[config.mk]
export PLATFORM = sky130hd
export DESIGN_NAME = spi_port_flat
export DESIGN_NICKNAME = d
export VERILOG_FILES = /design/src/rtl/spi_port_if.sv /design/src/rtl/spi_port.sv /design/src/flat_wrapper.sv
export SDC_FILE = /design/constraint.sdc
export NUM_CORES = 1
export LEC_CHECK = 0
export BUFFER_PORTS_ARGS = -buffer_cell sky130_fd_sc_hd__buf_2
export CORE_UTILIZATION = 45
export CTS_BUF_LIST = sky130_fd_sc_hd__clkbuf_8
export DETAILED_ROUTE_END_ITERATION = 7
export SYNTH_ARGS = -nofsm -noshare
export SYNTH_HDL_FRONTEND = slang
export SYNTH_SLANG_ARGS = --single-unit
export TNS_END_PERCENT = 100
[constraint.sdc]
create_clock -name clk -period 3.2 [get_ports clk]
set_clock_uncertainty 0.2 [all_clocks]
set_input_delay 0.96 -clock clk [delete_from_list [all_inputs] [get_ports clk]]
set_output_delay 0.96 -clock clk [all_outputs]
set_load 0.005 [all_outputs]
[src/rtl/spi_port_if.sv]
// spi_port_if -- CPU-side register bus of the SPI port.
//
// Signals:
//   cs    chip select from the CPU address decode (one 4 KB page)
//   we    write enable, meaningful only while cs=1
//   rs    register select (CPU_AB[1:0])
//   din   CPU write data
//   dout  registered read data
//   irq   level interrupt request, active-high
//
// Modports:
//   master  the CPU side: drives cs/we/rs/din, observes dout/irq
//   slave   the peripheral side: the reverse
interface spi_port_if;
  logic       cs;
  logic       we;
  logic [1:0] rs;
  logic [7:0] din;
  logic [7:0] dout;
  logic       irq;

  modport master (output cs, output we, output rs, output din,
                  input  dout, input irq);
  modport slave  (input  cs, input  we, input  rs, input  din,
                  output dout, output irq);
endinterface

[src/rtl/spi_port.sv]
// spi_port -- memory-mapped SPI master, mode 0 (SCLK idle low, MOSI
// launched on the falling edge, MISO sampled on the rising edge), MSB first.
//
// Register map (rs):
//   0 DATA    write: start an 8-bit transfer   read: last received byte
//   1 STATUS  read: {done, busy, wcol, 5'b0}   write: ignored
//   2 CTRL    {ien, 6'b0, ss}; ss drives spi_cs_n directly
//   3 DIV     SCLK half-period is DIV+1 clk cycles
//
// Ports:
//   clk       system clock, every state change on its rising edge
//   rst       synchronous reset, active-high
//   bus       CPU register bus (spi_port_if, slave side)
//   spi_sclk  SPI clock
//   spi_mosi  SPI data out
//   spi_miso  SPI data in
//   spi_cs_n  slave select, software controlled via CTRL.ss
module spi_port #(
  parameter logic [7:0] DIV_INIT = 8'd3
) (
  input  logic       clk,
  input  logic       rst,
  spi_port_if.slave  bus,
  output logic       spi_sclk,
  output logic       spi_mosi,
  input  logic       spi_miso,
  output logic       spi_cs_n
);

  typedef enum logic [1:0] {
    IDLE = 2'd0,
    LOW  = 2'd1,
    HIGH = 2'd2
  } state_e;

  localparam logic [1:0] RS_DATA   = 2'd0;
  localparam logic [1:0] RS_STATUS = 2'd1;
  localparam logic [1:0] RS_CTRL   = 2'd2;
  localparam logic [1:0] RS_DIV    = 2'd3;

  state_e     state_q,    state_d;
  logic       done_q,     done_d;
  logic       wcol_q,     wcol_d;
  logic       ien_q,      ien_d;
  logic       ss_q,       ss_d;
  logic [7:0] div_q,      div_d;
  logic [7:0] div_snap_q, div_snap_d;  // DIV frozen for the running transfer
  logic [7:0] cnt_q,      cnt_d;       // clk cycles spent in current half-period
  logic [2:0] bit_cnt_q,  bit_cnt_d;   // falling edges completed so far
  logic [7:0] tx_q,       tx_d;
  logic [7:0] rx_q,       rx_d;
  logic [7:0] rx_data_q,  rx_data_d;   // byte visible to DATA reads
  logic [7:0] dout_q,     dout_d;
  logic       sclk_q,     sclk_d;
  logic       mosi_q,     mosi_d;

  logic       busy;
  logic       wr;
  logic       rd;
  logic       start;
  logic       half_done;
  logic [7:0] status;
  logic [7:0] rd_mux;

  assign busy      = (state_q != IDLE);
  assign wr        = bus.cs &  bus.we;
  assign rd        = bus.cs & ~bus.we;
  assign start     = wr && (bus.rs == RS_DATA) && !busy;
  assign half_done = (cnt_q == div_snap_q);
  assign status    = {done_q, busy, wcol_q, 5'b0};

  always_comb begin
    unique case (bus.rs)
      RS_DATA:   rd_mux = rx_data_q;
      RS_STATUS: rd_mux = status;
      RS_CTRL:   rd_mux = {ien_q, 6'b0, ss_q};
      default:   rd_mux = div_q;
    endcase
  end

  always_comb begin
    // NOTE: every next-state signal takes its hold value first, so no path
    // through the branches below leaves one unassigned and infers a latch.
    state_d    = state_q;
    done_d     = done_q;
    wcol_d     = wcol_q;
    ien_d      = ien_q;
    ss_d       = ss_q;
    div_d      = div_q;
    div_snap_d = div_snap_q;
    cnt_d      = cnt_q;
    bit_cnt_d  = bit_cnt_q;
    tx_d       = tx_q;
    rx_d       = rx_q;
    rx_data_d  = rx_data_q;
    dout_d     = dout_q;
    sclk_d     = sclk_q;
    mosi_d     = mosi_q;

    // Register writes. A DATA write while busy only flags the collision.
    if (wr) begin
      unique case (bus.rs)
        RS_DATA: if (busy) wcol_d = 1'b1;
        RS_CTRL: begin
          ien_d = bus.din[7];
          ss_d  = bus.din[0];
        end
        RS_DIV:  div_d = bus.din;
        default: ;
      endcase
    end

    // Reads capture the current value first; the side-effect clears land
    // on the same edge and are visible from the next access on.
    if (rd) begin
      dout_d = rd_mux;
      if (bus.rs == RS_DATA)   done_d = 1'b0;
      if (bus.rs == RS_STATUS) wcol_d = 1'b0;
    end

    // Transfer engine. It runs after the read clears so that completion
    // on the same edge as a DATA read leaves done set.
    unique case (state_q)
      IDLE: begin
        if (start) begin
          state_d    = LOW;
          done_d     = 1'b0;
          tx_d       = bus.din;
          mosi_d     = bus.din[7];
          sclk_d     = 1'b0;
          cnt_d      = '0;
          bit_cnt_d  = '0;
          div_snap_d = div_q;
        end
      end
      LOW: begin
        if (half_done) begin
          state_d = HIGH;
          sclk_d  = 1'b1;
          rx_d    = {rx_q[6:0], spi_miso};
          cnt_d   = '0;
        end else begin
          cnt_d = cnt_q + 8'd1;
        end
      end
      HIGH: begin
        if (half_done) begin
          sclk_d = 1'b0;
          cnt_d  = '0;
          if (bit_cnt_q == 3'd7) begin
            state_d   = IDLE;
            done_d    = 1'b1;
            rx_data_d = rx_q;
            mosi_d    = 1'b0;
          end else begin
            state_d   = LOW;
            bit_cnt_d = bit_cnt_q + 3'd1;
            tx_d      = {tx_q[6:0], 1'b0};
            mosi_d    = tx_q[6];
          end
        end else begin
          cnt_d = cnt_q + 8'd1;
        end
      end
      default: state_d = IDLE;
    endcase
  end

  always_ff @(posedge clk) begin
    // NOTE: non-blocking assignments make every register sample the
    // pre-edge values, independent of statement order.
    if (rst) begin
      state_q    <= IDLE;
      done_q     <= 1'b0;
      wcol_q     <= 1'b0;
      ien_q      <= 1'b0;
      ss_q       <= 1'b1;
      div_q      <= DIV_INIT;
      div_snap_q <= DIV_INIT;
      cnt_q      <= '0;
      bit_cnt_q  <= '0;
      tx_q       <= '0;
      rx_q       <= '0;
      rx_data_q  <= '0;
      dout_q     <= '0;
      sclk_q     <= 1'b0;
      mosi_q     <= 1'b0;
    end else begin
      state_q    <= state_d;
      done_q     <= done_d;
      wcol_q     <= wcol_d;
      ien_q      <= ien_d;
      ss_q       <= ss_d;
      div_q      <= div_d;
      div_snap_q <= div_snap_d;
      cnt_q      <= cnt_d;
      bit_cnt_q  <= bit_cnt_d;
      tx_q       <= tx_d;
      rx_q       <= rx_d;
      rx_data_q  <= rx_data_d;
      dout_q     <= dout_d;
      sclk_q     <= sclk_d;
      mosi_q     <= mosi_d;
    end
  end

  assign bus.dout = dout_q;
  assign bus.irq  = done_q & ien_q;
  assign spi_sclk = sclk_q;
  assign spi_mosi = mosi_q;
  assign spi_cs_n = ss_q;

endmodule

[src/flat_wrapper.sv]
// flat-port wrapper written by rule: the top's interface ports become plain ports
module spi_port_flat 
#(
  parameter logic [7:0] DIV_INIT = 8'd3
)
  (clk, rst, spi_sclk, spi_mosi, spi_miso, spi_cs_n, bus_cs, bus_we, bus_rs, bus_din, bus_dout, bus_irq);
  spi_port_if bus_i ();
  input  logic clk;
  input  logic rst;
  output logic spi_sclk;
  output logic spi_mosi;
  input  logic spi_miso;
  output logic spi_cs_n;
  input wire logic [$bits(bus_i.cs)-1:0] bus_cs;
  input wire logic [$bits(bus_i.we)-1:0] bus_we;
  input wire logic [$bits(bus_i.rs)-1:0] bus_rs;
  input wire logic [$bits(bus_i.din)-1:0] bus_din;
  output wire logic [$bits(bus_i.dout)-1:0] bus_dout;
  output wire logic [$bits(bus_i.irq)-1:0] bus_irq;
  assign bus_i.cs = bus_cs;
  assign bus_i.we = bus_we;
  assign bus_i.rs = bus_rs;
  assign bus_i.din = bus_din;
  assign bus_dout = bus_i.dout;
  assign bus_irq = bus_i.irq;
  spi_port #(.DIV_INIT(DIV_INIT)) u_core (.clk(clk), .rst(rst), .bus(bus_i), .spi_sclk(spi_sclk), .spi_mosi(spi_mosi), .spi_miso(spi_miso), .spi_cs_n(spi_cs_n));
endmodule
==> flow_summary.ini, run 1 <==
[outcome]
status = finished, final reports clean

[global_routing]
grt_max_degree = 61
top_usage_layer = met2
grt_usage_pct = 19.0
grt_use_met1_pct = 26.6
use_met3_pct = 3.68
grt_overflow = 0
grt_use_met2_pct = 28.2
grt_pass1_vias = 2087
grt_pass1_wl_um = 10300
antenna_found_initial = 0

[floorplanning]
ios = 27
coreArea_um2 = 6350
start_util_pct = 46.7
std_cell_rows = 29
die_height_um = 83.2
die_w_um = 83.2
die_area_um2 = 6920

[timing]
holdWs_ps = 278
fin_setup_tns_ps = 0
maxSlewViolCount = 0
period_needed_ps = 2290
max_slew_margin_pct = 67.5
rsz0062_at_grt = false
fmax_mhz = 438
setup_violations = 0
tightest_slew_ps = 488
hold_viol = 0
finalCritPeriodShare_pct = 71.4

[routing]
post-route-drc-count = 0
wl_per_cell_um = 14.6
drt_iter0_drc = 148
antenna_left = 0
vias = 2290
drt-total-wl_um = 6230
first_pass_iters = 4
viasPerCell = 5.35

[logic_synthesis]
yosysTopAreaCell = dfxtp_1
synth_flop_cell = dfxtp_1
yosys_warnings = 0
yosysSeqAreaShare_pct = 44.5
synthCells = 320
synthDistinctLibCells = 45
synthTopCellsByArea = dfxtp_1 45%, mux2i_1 11%, nor2_1 6.5%
synth_fp_nets = 342
synthArstFlopShare_pct = 0
synth_top_area_share_pct = 44.5
synth_seq_cells = 66
synth_edf_count = 0
syn_area_um2 = 2970
synth_area_per_cell_um2 = 9.27

[flow_run]
cap_violations = 0

[clocking]
cts_resized = 0
clock_path_buffers = 2
post_cts_buffers = 0
cts_tree = built
cts_hold_buf = 0
clk_latency_ps = 330
clock_sinks = 66
cts-root-buf = clkbuf_8
clk_pin_slew_ps = 70
htreeDepth = 3
cts-buffers-inserted = 9

[placement]
dpl-instance-area_um2 = 3180
place_inst = 412
hpwl_um = 4430
routabilityCongestion = 0.811
port-buffer-count = 26

[worst_setup_path]
cp.arrival_ps = 2300
critical_path_class = in2reg
cp-start-kind = primary input
end_kind = flip-flop
cpPeakStageDelay_ps = 460
required_ps = 3210
crit_slowest_cell = a21oi_1
cp_max_fo = 10
crit_path_cell_trace = buf_2 -> nand4bb_4 -> a21oi_1 -> a21o_1 -> nor2_1

[cells_and_area]
layout_commonest_cell = dfxtp_1
final_cells = 428
mostFrequentLayoutCells = 66 x dfxtp_1, 51 x nor2_1, 32 x mux2i_1
design_area_um2 = 3400
syn2layout_area_growth_pct = 14.7
layout-drive-gt1-share_pct = 17.4
finalNetCount = 368
diodes = 0
nFillCells = 614

[power]
leakagePower_nw = 1.38
p_per_area_nw_per_um2 = 548
ir_drop_v = 0.000281

[min_path]
hp-class = reg2reg
==> Yosys cell counts, drive strengths merged, types with 4 or more instances <==
library cell  count
nand4             7
a211o             5
dfxtp            66
nor3              5
nand3             4
xnor2             9
nor2             52
inv              10
mux2i            32
xor2              6
nand2            23
a21oi            28
buf               7
a211oi           15
clkbuf           10
a22oi             4
ha                7
o21ai             8
==> flip-flops by register name, indices dropped and copies added, names as in the netlist <==
| register | cells |
|---|---|
| u_core.spi_cs_n | 1 |
| u_core.spi_mosi | 1 |
| u_core.state_q | 2 |
| u_core.tx_q | 7 |
| u_core.ien_q | 1 |
| u_core.rx_data_q | 8 |
| u_core.bus.dout | 8 |
| u_core.div_q | 8 |
| u_core.spi_sclk | 1 |
| u_core.cnt_q | 8 |
| u_core.done_q | 1 |
| u_core.bit_cnt_q | 3 |
| u_core.rx_q | 8 |
| u_core.wcol_q | 1 |
| u_core.div_snap_q | 8 |
==> layer usage <==
metal,part of all wire [%],wire (µm)
met5,0,0
met4,0.74,46
met3,2.1,133
met2,45,2800
met1,52,3250
==> layout make-up <==
cell class	count	area (µm²)	area share, %
inverter	10	37.5	1.10
tap	77	96.3	2.83
clock inverter	6	87.6	2.57
sequential	66	1320	38.8
clock buffer	10	138	4.05
timing repair buffer	32	188	5.52
multi-input combinational	227	1530	45.1
==> power by group <==
group          internal (mW)  switching, mW  total [mW]
sequential             0.845         0.0199       0.865
combinational         0.0849          0.130       0.214
clock                  0.463          0.323       0.786
==> stage by stage <==
| step | setup slack, ps | total power, mW | util (%) |
|---|---|---|---|
| 2_1_floorplan | 797 | 1.04 | - |
| 3_3_place_gp | 612 | 1.10 | 50.0 |
| 3_5_place_dp | 562 | 1.10 | 50.0 |
| 4_1_cts | 939 | 1.89 | 53.6 |
| 5_1_grt | 837 | 1.95 | 53.6 |
| 6_report | 915 | 1.87 | 53.6 |
==> worst max-delay path, delay by kind of cell <==
| family | cells | cell delay (ps) |
|---|---|---|
| AOI/OAI and AO/OA | 2 | 800 |
| and+or+nand+nor | 2 | 370 |
| buffers and inverters | 1 | 160 |
==> kinds of logic after synthesis <==
| group | after synthesis | share of synthesized area (%) |
|---|---|---|
| adder cells (fa/ha/maj) | 7 | 2.95 |
| multiplexers | 34 | 12.1 |
| AND/OR/NAND/NOR | 104 | 17.0 |
| flip-flops | 66 | 44.5 |
| buffers and inverters | 27 | 3.96 |
| XOR/XNOR | 15 | 4.43 |
| AO/OA/AOI/OAI | 67 | 15.1 |
==> final timing paths <==
kind,startpoint,to,slack [ps],cells after the start
min reg2reg,u_core.spi_sclk$_SDFFE_PP0P_,u_core.spi_sclk$_SDFFE_PP0P_,280,2
max reg2reg,u_core.state_q[0]$_SDFFE_PP0P_,u_core.tx_q[1]$_SDFFE_PP0P_,1040,8
min,u_core.spi_sclk$_SDFFE_PP0P_,u_core.spi_sclk$_SDFFE_PP0P_,280,2
max,bus_rs[0],u_core.cnt_q[4]$_SDFFE_PP0P_,910,5
Note: power is estimated with default switching activity, not from simulation.
==> run 2: changes to the inputs <==
clock period = 2.32 ns   (was 3.2 ns; I/O delays follow)
==> run 2 against run 1 <==
Global-route usage grew 1.1 points. Register-to-register slack lost 790 ps. Non-clock buffer count grew 7. Critical path depth grew 1. Sequential power grew 38%. Worst hold slack gained 4.3 ps. Utilization grew 0.83 points. First-iteration DRC count shrank 13%. Die area is the same. Critical endpoint is now u_core.tx_q[4]$_SDFFE_PP0P_. Largest power group unchanged.
==> flow_summary.ini, run 2 (synthesized netlist as in run 1, its figures left out) <==
[power]
p_switching_mw = 0.693
p_seq_share_pct = 45.9
combPwrFrac_pct = 12.3
p_int_mw = 1.91
leakagePower_nw = 1.40
p_per_area_nw_per_um2 = 753
swShare_pct = 26.6
ir_drop_v = 0.000532
power_frac_clock_pct = 41.8

[global_routing]
grt_pass1_wl_um = 11000
antenna_found_initial = 0
grt_overflow = 0
grt_pass1_vias = 2226
grt_usage_pct = 20.0
grt_max_degree = 39

[cells_and_area]
mostFrequentLayoutCells = 66 x dfxtp_1, 51 x nor2_1, 32 x mux2i_1
multi_input_area_um2 = 1530
finalNetCount = 375
nFillCells = 597
syn2layout_area_growth_pct = 16.4
diodes = 0
layout_commonest_cell = dfxtp_1
layout-drive-gt1-share_pct = 19.0
design_area_um2 = 3450
regArea_um2 = 1320

[timing]
period_needed_ps = 2070
setup_violations = 0
finalCritPeriodShare_pct = 89.2
fmax_mhz = 483
tightest_slew_ps = 461
max_slew_margin_pct = 69.3
hold_viol = 0
holdWs_ps = 282
rsz0062_at_grt = false
fin_setup_tns_ps = 0
maxSlewViolCount = 0

[clocking]
cts_resized = 0
clock_sinks = 66
clk_pin_slew_ps = 80
cts_tree = built
cts-root-buf = clkbuf_8
clock_path_buffers = 2
clk_latency_ps = 350
cts_hold_buf = 0
post_cts_buffers = 0
htreeDepth = 3
cts-buffers-inserted = 9

[placement]
port-buffer-count = 26
hpwl_um = 4680
dpl-instance-area_um2 = 3230
routabilityCongestion = 0.797

[routing]
first_pass_iters = 4
post-route-drc-count = 0
drt-total-wl_um = 6520
drt_iter0_drc = 129
viasPerCell = 5.35
vias = 2327
antenna_left = 0
wl_per_cell_um = 15.0

[worst_setup_path]
reg2reg_slack_ps = 250
cpPeakStageDelay_ps = 410
crit_path_cell_trace = inv_1 -> ha_1 -> mux2_4 -> a21o_1 -> nor2_4 -> a211oi_1
reg2reg_depth = 6
r2r-start = u_core.state_q[0]$_SDFFE_PP0P_
required_ps = 2350
cp_max_fo = 9
path_buf_inv = 1
cp_top_family = adder cells
end_kind = flip-flop
cp.arrival_ps = 2100
crit_slowest_cell = ha_1
cp-start-kind = flip-flop
r2r-end = u_core.tx_q[4]$_SDFFE_PP0P_
critical_path_class = reg2reg

[min_path]
worstHoldEndpoint = u_core.bit_cnt_q[1]$_SDFFE_PP0P_
min_from = u_core.bit_cnt_q[1]$_SDFFE_PP0P_
hp-class = reg2reg
worstHoldPathCells = 2

[outcome]
status = finished, final reports clean

[floorplanning]
start_util_pct = 46.7
die_w_um = 83.2
coreArea_um2 = 6350
die_area_um2 = 6920
std_cell_rows = 29
die_height_um = 83.2
ios = 27

[flow_run]
cap_violations = 0
[run 2: cell types whose count changed in the layout (fill, tap and decap cells not counted)]
cell | previous run | this run
clkinv_2 | 2 | 0
inv_6 | 2 | 1
clkinv_4 | 0 | 2
buf_4 | 5 | 12
clkinvlp_4 | 0 | 2
clkbuf_8 | 10 | 9
[run 2: power by group through the flow]
stage | logic (mW) | registers [mW] | clock network (mW)
6_report | 0.319 | 1.19 | 1.09
3_5_place_dp | 0.314 | 1.22 | 0
4_1_cts | 0.317 | 1.19 | 1.11
2_1_floorplan | 0.218 | 1.21 | 0
5_1_grt | 0.352 | 1.20 | 1.17
3_3_place_gp | 0.312 | 1.22 | 0
[run 2: final cells by class]
type                    count  share of cell area [%]
clock buffers               9                    3.59
clock inverters             7                    2.93
inverters                  10                    1.09
multi-input cells         227                    44.4
flip-flops and latches     66                    38.2
well taps                  77                    2.79
repair buffers             39                    6.95
[run 2: tightest hold or removal path: stages, from the launching register on]
cell	delay [ps]
dfxtp_1	320
o21ai_0	70
a21oi_1	60
[run 2: worst max-delay path by stage]
stage / slack, ps / cells past startpoint / end / startpoint
final: 250 / 6 / u_core.tx_q[4]$_SDFFE_PP0P_ / u_core.state_q[0]$_SDFFE_PP0P_
after detailed placement: 20 / 6 / u_core.tx_q[1]$_SDFFE_PP0P_ / bus_rs[0]
after floorplan: 180 / 6 / u_core.tx_q[1]$_SDFFE_PP0P_ / bus_rs[0]
after CTS: 260 / 6 / u_core.tx_q[4]$_SDFFE_PP0P_ / u_core.state_q[1]$_SDFFE_PP0P_
after global routing: 140 / 5 / u_core.tx_q[2]$_SDFFE_PP0P_ / u_core.div_snap_q[7]$_SDFFE_PP0P_
after global placement: 70 / 6 / u_core.tx_q[2]$_SDFFE_PP0P_ / bus_rs[0]
[run 2: through the flow]
stage / util [%] / setup WS [ps] / power (mW) / instances
after floorplan: - / 181 / 1.43 / 320
after global placement: 50.9 / 66.9 / 1.53 / 419
after detailed placement: 50.9 / 23.1 / 1.53 / 419
after CTS: 54.4 / 259 / 2.62 / 435
after global routing: 54.4 / 137 / 2.72 / 435
final: 54.4 / 251 / 2.60 / 435
[run 2: layer usage]
metal / share of wire [%] / global-route usage [%] / up-vias / routed length [µm]
met1: 51 / 27.1 / 1096 / 3300
met3: 3.8 / 6.06 / 6 / 246
met2: 45 / 30.7 / 33 / 2900
met5: 0 / 0 / - / 0
li1: - / - / 1192 / -
met4: 0.97 / 6.11 / 0 / 63
